`src/rtl/if_id_stage.sv`:
```
// if_id_stage: IF/ID pipeline register between fetch and decode.
// Carries PC, instruction and a sideband field with a valid/ready handshake.
// Flush squashes held and incoming beats, injects NOP_INSN, and adds the
// discarded beats to a saturating flush_drops counter.
//
// Optional feature macro: IF_ID_SKID_EN
//   defined   -> 2-entry skid buffer, registered in_ready, occupancy 0..2
//   undefined -> single register, in_ready = !out_valid || out_ready
//
// Ports:
//   clk, resetn           clock, synchronous active-low reset
//   in_valid/in_ready     fetch-side handshake
//   in_pc/in_insn/in_meta fetch payload
//   flush                 synchronous squash (priority over accept/deliver)
//   out_valid/out_ready   decode-side handshake
//   pc_out/insn_out/meta_out  held payload (empty values when out_valid=0)
//   occupancy             held beat count
//   flush_drops           saturating count of beats discarded by flush
module if_id_stage #(
    parameter int unsigned         PC_W     = 32,
    parameter int unsigned         INSN_W   = 32,
    parameter int unsigned         META_W   = 2,
    parameter logic [INSN_W-1:0]   NOP_INSN = INSN_W'(32'h0000_0013),
    parameter int unsigned         CNT_W    = 8
) (
    input  logic              clk,
    input  logic              resetn,
    input  logic              in_valid,
    output logic              in_ready,
    input  logic [PC_W-1:0]   in_pc,
    input  logic [INSN_W-1:0] in_insn,
    input  logic [META_W-1:0] in_meta,
    input  logic              flush,
    output logic              out_valid,
    input  logic              out_ready,
    output logic [PC_W-1:0]   pc_out,
    output logic [INSN_W-1:0] insn_out,
    output logic [META_W-1:0] meta_out,
    output logic [1:0]        occupancy,
    output logic [CNT_W-1:0]  flush_drops
);

    localparam int unsigned SUM_W = CNT_W + 1;

    // State encoding equals the number of held beats.
    typedef enum logic [1:0] {
        EMPTY = 2'd0,
        FULL1 = 2'd1,
        FULL2 = 2'd2
    } state_e;

    state_e              state_q, state_d;
    logic                valid_q, valid_d;
    logic [PC_W-1:0]     pc_q, pc_d;
    logic [INSN_W-1:0]   insn_q, insn_d;
    logic [META_W-1:0]   meta_q, meta_d;
    logic [CNT_W-1:0]    drops_q, drops_d;

    logic                accept_c;
    logic                deliver_c;
    logic [1:0]          held_c;
    logic [1:0]          drop_c;
    logic [SUM_W-1:0]    drop_sum_c;

`ifdef IF_ID_SKID_EN
    logic                in_ready_q, in_ready_d;
    logic [PC_W-1:0]     skid_pc_q, skid_pc_d;
    logic [INSN_W-1:0]   skid_insn_q, skid_insn_d;
    logic [META_W-1:0]   skid_meta_q, skid_meta_d;

    assign in_ready = in_ready_q;
`else
    // Legacy write-enable behaviour: load whenever the output slot frees up.
    assign in_ready = !valid_q || out_ready;
`endif

    assign accept_c  = in_valid && in_ready;
    assign deliver_c = valid_q && out_ready;

    // Next-state, payload movement and flush accounting.
    always_comb begin
        state_d = state_q;
        pc_d    = pc_q;
        insn_d  = insn_q;
        meta_d  = meta_q;
        drops_d = drops_q;
`ifdef IF_ID_SKID_EN
        skid_pc_d   = skid_pc_q;
        skid_insn_d = skid_insn_q;
        skid_meta_d = skid_meta_q;
        held_c      = 2'(state_q);

        case (state_q)
            EMPTY: begin
                if (accept_c) begin
                    state_d = FULL1;
                    pc_d    = in_pc;
                    insn_d  = in_insn;
                    meta_d  = in_meta;
                end
            end
            FULL1: begin
                if (accept_c && deliver_c) begin
                    pc_d   = in_pc;
                    insn_d = in_insn;
                    meta_d = in_meta;
                end else if (accept_c) begin
                    // Output is stalled: park the new beat in the skid entry.
                    state_d     = FULL2;
                    skid_pc_d   = in_pc;
                    skid_insn_d = in_insn;
                    skid_meta_d = in_meta;
                end else if (deliver_c) begin
                    state_d = EMPTY;
                    pc_d    = '0;
                    insn_d  = NOP_INSN;
                    meta_d  = '0;
                end
            end
            FULL2: begin
                if (deliver_c) begin
                    state_d = FULL1;
                    pc_d    = skid_pc_q;
                    insn_d  = skid_insn_q;
                    meta_d  = skid_meta_q;
                end
            end
            default: state_d = EMPTY;
        endcase
`else
        held_c = {1'b0, (state_q == FULL1)};

        if (accept_c) begin
            state_d = FULL1;
            pc_d    = in_pc;
            insn_d  = in_insn;
            meta_d  = in_meta;
        end else if (deliver_c) begin
            state_d = EMPTY;
            pc_d    = '0;
            insn_d  = NOP_INSN;
            meta_d  = '0;
        end
`endif

        // Held beats plus a same-cycle accepted beat never exceed two.
        drop_c     = held_c + 2'(accept_c);
        drop_sum_c = {1'b0, drops_q} + SUM_W'(drop_c);

        if (flush) begin
            state_d = EMPTY;
            pc_d    = '0;
            insn_d  = NOP_INSN;
            meta_d  = '0;
            drops_d = drop_sum_c[CNT_W] ? {CNT_W{1'b1}} : drop_sum_c[CNT_W-1:0];
        end

        valid_d = (state_d != EMPTY);
`ifdef IF_ID_SKID_EN
        in_ready_d = (state_d != FULL2);
`endif
    end

    // State and payload registers; reset wins over flush.
    always_ff @(posedge clk) begin
        if (!resetn) begin
            state_q <= EMPTY;
            valid_q <= 1'b0;
            pc_q    <= '0;
            insn_q  <= NOP_INSN;
            meta_q  <= '0;
            drops_q <= '0;
`ifdef IF_ID_SKID_EN
            in_ready_q  <= 1'b1;
            skid_pc_q   <= '0;
            skid_insn_q <= NOP_INSN;
            skid_meta_q <= '0;
`endif
        end else begin
            state_q <= state_d;
            valid_q <= valid_d;
            pc_q    <= pc_d;
            insn_q  <= insn_d;
            meta_q  <= meta_d;
            drops_q <= drops_d;
`ifdef IF_ID_SKID_EN
            in_ready_q  <= in_ready_d;
            skid_pc_q   <= skid_pc_d;
            skid_insn_q <= skid_insn_d;
            skid_meta_q <= skid_meta_d;
`endif
        end
    end

    assign out_valid   = valid_q;
    assign pc_out      = pc_q;
    assign insn_out    = insn_q;
    assign meta_out    = meta_q;
    assign flush_drops = drops_q;
`ifdef IF_ID_SKID_EN
    assign occupancy = 2'(state_q);
`else
    assign occupancy = {1'b0, state_q[0]};
`endif

endmodule

```
`config.mk`:
```
export PLATFORM = sky130hd
export DESIGN_NAME = if_id_stage
export DESIGN_NICKNAME = d
export VERILOG_FILES = /design/src/rtl/if_id_stage.sv
export SDC_FILE = /design/constraint.sdc
export NUM_CORES = 1
export LEC_CHECK = 0
export CAP_MARGIN = 20
export CORE_MARGIN = 5
export CORE_UTILIZATION = 44
export CTS_BUF_LIST = sky130_fd_sc_hd__clkbuf_8
export DETAILED_ROUTE_END_ITERATION = 6
export PLACE_DENSITY = 0.95
export SYNTH_ARGS = -nofsm -noshare
export SYNTH_HDL_FRONTEND = slang
export SYNTH_SLANG_ARGS = --single-unit
```
`constraint.sdc`:
```
create_clock -name clk -period 5.1 [get_ports clk]
set_clock_uncertainty 0.15 [all_clocks]
set_input_delay 0.765 -clock clk [delete_from_list [all_inputs] [get_ports clk]]
set_output_delay 0.765 -clock clk [all_outputs]
set_load 0.01 [all_outputs]
```
==> results of run 1 <==
## synth_stat cells (all sizes together)
| cell | number |
|---|---|
| and4 | 4 |
| clkbuf | 6 |
| dfxtp | 77 |
| ha | 1 |
| buf | 27 |
| xnor2 | 1 |
| o31ai | 2 |
| nand3 | 1 |
| nand2 | 1 |
| a31oi | 4 |
| or2b | 2 |
| fa | 1 |
| mux2i | 1 |
| o21ai | 5 |
| a311oi | 3 |
| a21oi | 7 |
| nand2b | 4 |
| nand3b | 3 |
| and3 | 2 |
| xor2 | 1 |
| nor2 | 63 |
| nor2b | 3 |
| a32oi | 63 |
| inv | 4 |
| nand4 | 1 |
| and2 | 3 |
| a21o | 3 |
| conb | 1 |
## worst min-delay path: cells and delay by family (launching register included)
kind / cells / cell delay, ps
compound gates: 1 / 60
flops: 1 / 330
simple gates: 1 / 70
## stage by stage
step / power [mW] / hold WS (ps)
CTS: 1.34 / 339
finish: 1.33 / 339
global route: 1.38 / 361
global placement: 0.828 / 316
floorplan: 0.735 / 339
detailed placement: 0.833 / 320
## area by class of cell
cell class,instances,area share (%)
Sequential cell,77,33.9
Clock buffer,11,3.33
Tap cell,77,2.12
Clock inverter,5,1.62
Timing Repair Buffer,150,32.7
Multi-Input combinational cell,180,26.1
Inverter,4,0.330
## worst paths after layout
check	start	end	depth (start not counted)
hold / removal	insn_out[7]$_SDFFE_PP0P_	insn_out[7]$_SDFFE_PP0P_	2
setup / recovery	out_ready	in_ready	3
setup reg to reg	out_valid$_SDFF_PN0_	flush_drops[2]$_SDFFE_PN0P_	7
hold reg to reg	insn_out[7]$_SDFFE_PP0P_	insn_out[7]$_SDFFE_PP0P_	2
## kinds of logic after synthesis
family                     Yosys count  synth area share (%)
and+or+nand+nor                     87                  13.7
DFF                                 77                  52.1
other                                1                 0.127
AOI/OAI and AO/OA                   87                  23.7
buffers and inverters               37                  8.20
xor gates and xnor gates             2                 0.592
adders and majority gates            2                  1.10
muxes                                1                 0.465
## power groups by stage
stage / Clock [mW] / Sequential [mW] / Combinational, mW
2_1_floorplan: 0 / 0.653 / 0.0817
3_3_place_gp: 0 / 0.645 / 0.183
3_5_place_dp: 0 / 0.646 / 0.187
4_1_cts: 0.518 / 0.633 / 0.188
5_1_grt: 0.542 / 0.635 / 0.201
6_report: 0.505 / 0.633 / 0.187
## state kept, by name (all words and copies together) (netlist names)
| signal | count |
|---|---|
| insn_out | 32 |
| state_q | 2 |
| meta_out | 2 |
| out_valid | 1 |
| flush_drops | 8 |
| pc_out | 32 |
## routing by layer
layer  GRT usage, %  up-vias  part of all wire, %
met5              0        -                    0
met4           8.54        0                  2.6
met3           6.22       26                  7.8
met2           35.5      143                   50
met1           23.1     1354                   39
li1               -     1353                    -
==> out/metrics.cfg, run 1 <==
[sta]
slew_violations=0
fin_ws_ps=1540
hold_violations=0
slew_headroom_pct=32.2
max_slew.worst_pin.slew_ps=996
fmax_mhz=281
tns_ps=0
rsz0062_at_grt=false
post-route-period-util_pct=69.9
post-route-min-period_ps=3560
setup_viol=0

[routing]
drc=0
drtIter0Drc=114
firstDrtPassIters=4
vias_per_cell=5.71
ant_nets=0
wl_um=8920
wl_per_cell_um=17.7
via_count=2876

[synthesis]
yosysSeqAreaShare_pct=52.1
synth_area_leaders=dfxtp_1 (52%), a32oi_1 (19%), nor2_1 (8.0%)
ys_warn_count=0
syn-mean-instance-area_um2=10.1
synth_top_cell_by_area=dfxtp_1
synth_seq_cells=77
synth_fp_nets=367
syn_area_um2=2960
yosysUniqueCellTypes=31
synthCells=294
synth_top_area_share_pct=52.1

[critical_path]
slowest_stage=clkdlybuf4s50_1
cp.required_ps=4180
crit_path_start_kind=input pin
worst-setup-path-type=in2out
path_max_fanout=36
end_kind=primary output
worst-path-buf-inv=2
path_cells=clkdlybuf4s50_1 > nand2b_2 > clkdlybuf4s50_1
max_stage_delay_ps=680
r2r_slack_ps=2320
crit_path_frequent_cell=clkdlybuf4s50_1
cp_top_family=buffers and inverters
crit_arrival_ps=2650

[grt]
antenna_found_initial=0
grt_pass1_wl_um=14000
gr-total-overflow=0
grt_max_degree=71
first_global_vias=2837
grt_use_total_pct=20.4

[cells_and_area]
layout_common_cells=clkdlybuf4s50_1 (146), dfxtp_1 (77), a32oi_1 (63), nor2_1 (63), clkbuf_8 (11)
diodes=0
nNetsFinal=495
fin_cells=504
final_cell_area_um2=4550
layout_commonest_cell=clkdlybuf4s50_1
area_growth_pct=53.9
utilization_pct=70.5
nFillCells=488
final_layout_size_suffix_gt1_share_pct=5.15
multiInputGateArea_um2=1190
seqCellArea_um2=1540

[outcome]
status=completed

[floorplan]
num_rows=29
core_area_um2=6460
ios=149
die_h_um=92.0
fp.dieArea_um2=8460
fp.dieW_um=92.0
initial_utilization_pct=45.8

[placement]
place_area_um2=4330
dp_hpwl_um=6170
placed_cells=488
gp_congestion=0.758
io_buffers=147
post-place-ws_ps=1390

[min_path]
hold_path.class=reg2reg

[power]
powerDensity_nw_per_um2=291
ir_drop_v=0.000195
clkPwrFrac_pct=38.1
swShare_pct=22.6
p_int_mw=1.03
power_switching_mw=0.299
power_frac_seq_pct=47.8
power_leakage_nw=1.61
p_comb_share_pct=14.1

[clock_network]
cts_max_level=3
path_clk_slew_ps=80
clock_latency_ps=340
cts_sinks=77
cts_tree=done
clock_path_buffers=2
postCtsResizedCells=0
cts_root_buf=clkbuf_8
numCtsBuffers=9
cts_hold_buf=0
cts_setup_buffers=0

[job]
maxCapViolCount=0

Power figures use the tool's default switching activity.
==> inputs of run 2 (changes only) <==
CORE_UTILIZATION = 41   (was 44)
PLACE_DENSITY = 0.92   (was 0.95)
clock period = 3.5 ns   (was 5.1 ns; I/O delays follow)
==> run 2 against run 1 <==
Against the previous run:
- global-route usage shrank 2.1 points
- die area increased by 6.5%
- critical path depth rose by 1
- critical endpoint unchanged
- largest cell class unchanged
- sequential power is 45% higher
- via count decreased by 1.6%
- utilization down 6.4 points
==> out/metrics.cfg, run 2 (same netlist as run 1, synthesis figures left out) <==
[cells_and_area]
diodes=0  ; unchanged
layout_common_cells=clkdlybuf4s50_1 (146), dfxtp_1 (77), a32oi_1 (63), nor2_1 (63), clkbuf_8 (9)  ; was clkdlybuf4s50_1 (146), dfxtp_1 (77), a32oi_1 (63), nor2_1 (63), clkbuf_8 (11)
final_layout_size_suffix_gt1_share_pct=5.36  ; was 5.15%
nNetsFinal=497  ; was 495
area_growth_pct=54.7  ; was 53.9%
layout_commonest_cell=clkdlybuf4s50_1  ; unchanged

[placement]
dp_hpwl_um=5720  ; was 6170 um
io_buffers=147  ; unchanged
gp_congestion=0.783  ; was 0.758

[routing]
via_count=2831  ; was 2876
wl_per_cell_um=15.7  ; was 17.7 um
drc=0  ; unchanged
ant_nets=0  ; unchanged
vias_per_cell=5.36  ; was 5.71
firstDrtPassIters=4  ; unchanged
drtIter0Drc=110  ; was 114
wl_um=8280  ; was 8920 um

[grt]
use_met2_pct=30.7  ; was 35.5%
grt.busiest_layer=met2  ; unchanged
gr-total-overflow=0  ; unchanged
first_global_vias=2796  ; was 2837
met3_usage_pct=5.58  ; was 6.22%
use_met1_pct=21.2  ; was 23.1%
grt_use_total_pct=18.2  ; was 20.4%
grt_pass1_wl_um=13100  ; was 14000 um
antenna_found_initial=0  ; unchanged
grt_max_degree=71  ; unchanged

[floorplan]
fp.dieW_um=95.0  ; was 92.0 um
ios=149  ; unchanged
fp.dieArea_um2=9020  ; was 8460 um^2
die_h_um=95.0  ; was 92.0 um
core_area_um2=7140  ; was 6460 um^2
num_rows=31  ; was 29
initial_utilization_pct=41.5  ; was 45.8%

[power]
ir_drop_v=0.000213  ; was 0.000195 V
powerDensity_nw_per_um2=412  ; was 291 nW/um^2
power_leakage_nw=1.61  ; about the same

[sta]
post-route-period-util_pct=83.6
fmax_mhz=342
holdWs_ps=335  ; was 339 ps
hold_violations=0  ; unchanged
post-route-min-period_ps=2930
tns_ps=0  ; unchanged
max_slew.worst_pin.slew_ps=737  ; was 996 ps
rsz0062_at_grt=false  ; unchanged
slew_violations=0  ; unchanged
setup_viol=0  ; unchanged
slew_headroom_pct=50.9  ; was 32.2%

[critical_path]
crit_path_end=in_ready  ; unchanged
crit_path_start_kind=input pin  ; unchanged
r2r_slack_ps=1270  ; was 2320 ps
r2r_start=out_valid$_SDFF_PN0_  ; unchanged
r2r-end=flush_drops[1]$_SDFFE_PN0P_  ; was flush_drops[2]$_SDFFE_PN0P_
worst-setup-path-type=in2out  ; unchanged
end_kind=primary output  ; unchanged
crit_start=out_ready  ; unchanged
cp.required_ps=2820  ; was 4180 ps
ff2ff_path_depth=7  ; unchanged
path_max_fanout=36  ; unchanged
crit_arrival_ps=2250  ; was 2650 ps

[clock_network]
cts_max_level=3  ; unchanged
cts_setup_buffers=0  ; unchanged
cts_root_buf=clkbuf_8  ; unchanged
path_clk_slew_ps=80  ; about the same
postCtsResizedCells=0  ; unchanged
cts_sinks=77  ; unchanged
clock_path_buffers=2  ; unchanged
cts_hold_buf=0  ; unchanged
clock_latency_ps=330  ; was 340 ps
numCtsBuffers=9  ; unchanged
cts_tree=done  ; unchanged

[outcome]
status=completed  ; unchanged

[job]
maxCapViolCount=0  ; unchanged

[min_path]
hold_path.class=reg2reg  ; unchanged

[run 2: worst min path at each step]
stage                                    startpoint                         to  slack [ps]  depth (start not counted)
final                     insn_out[26]$_SDFFE_PP0P_  insn_out[26]$_SDFFE_PP0P_         340                          2
after global routing        pc_out[28]$_SDFFE_PP0P_    pc_out[28]$_SDFFE_PP0P_         370                          2
after CTS                 insn_out[26]$_SDFFE_PP0P_  insn_out[26]$_SDFFE_PP0P_         340                          2
after detailed placement  insn_out[26]$_SDFFE_PP0P_  insn_out[26]$_SDFFE_PP0P_         320                          2
after global placement    insn_out[20]$_SDFFE_PP0P_  insn_out[20]$_SDFFE_PP0P_         320                          2
after floorplan               state_q[1]$_SDFF_PN0_      state_q[1]$_SDFF_PN0_         340                          1
[run 2: worst max-delay path, stage by stage]
cell and delay, ps:
clkdlybuf4s50_1 570, nand2b_2 180, buf_4 350, clkdlybuf4s50_1 610
[run 2: per-layer routing]
metal | up-vias | part of all wire (%)
met5 | - | 0
met1 | 1344 | 42
met3 | 11 | 7.8
met4 | 0 | 1.7
met2 | 119 | 49
li1 | 1357 | -
[run 2: per-stage QoR]
| step | power [mW] | setup slack (ps) | instances | area [um^2] | util (%) |
|---|---|---|---|---|---|
| floorplan | 1.07 | 1020 | 294 | 2960 | - |
| global placement | 1.21 | 609 | 512 | 4370 | 61.2 |
| detailed placement | 1.21 | 558 | 512 | 4370 | 61.2 |
| CTS | 1.91 | 570 | 528 | 4580 | 64.1 |
| global route | 1.97 | 496 | 528 | 4580 | 64.1 |
| finish | 1.89 | 574 | 528 | 4580 | 64.1 |
[run 2: cell type report]
type                       count  area (um^2)
multi-input combinational    180         1190
sequential                    77         1540
fill                         590         2560
inverter                       4         15.0
clock inverter                 7         82.6
clock buffer                   9          124
timing repair buffer         152         1500
tap                           99          124
[run 2: report_power, final]
part | leakage, nW | switching [mW] | internal, mW
logic | 0.872 | 0.116 | 0.157
registers | 0.627 | 0.0173 | 0.903
clock network | 0.115 | 0.299 | 0.393
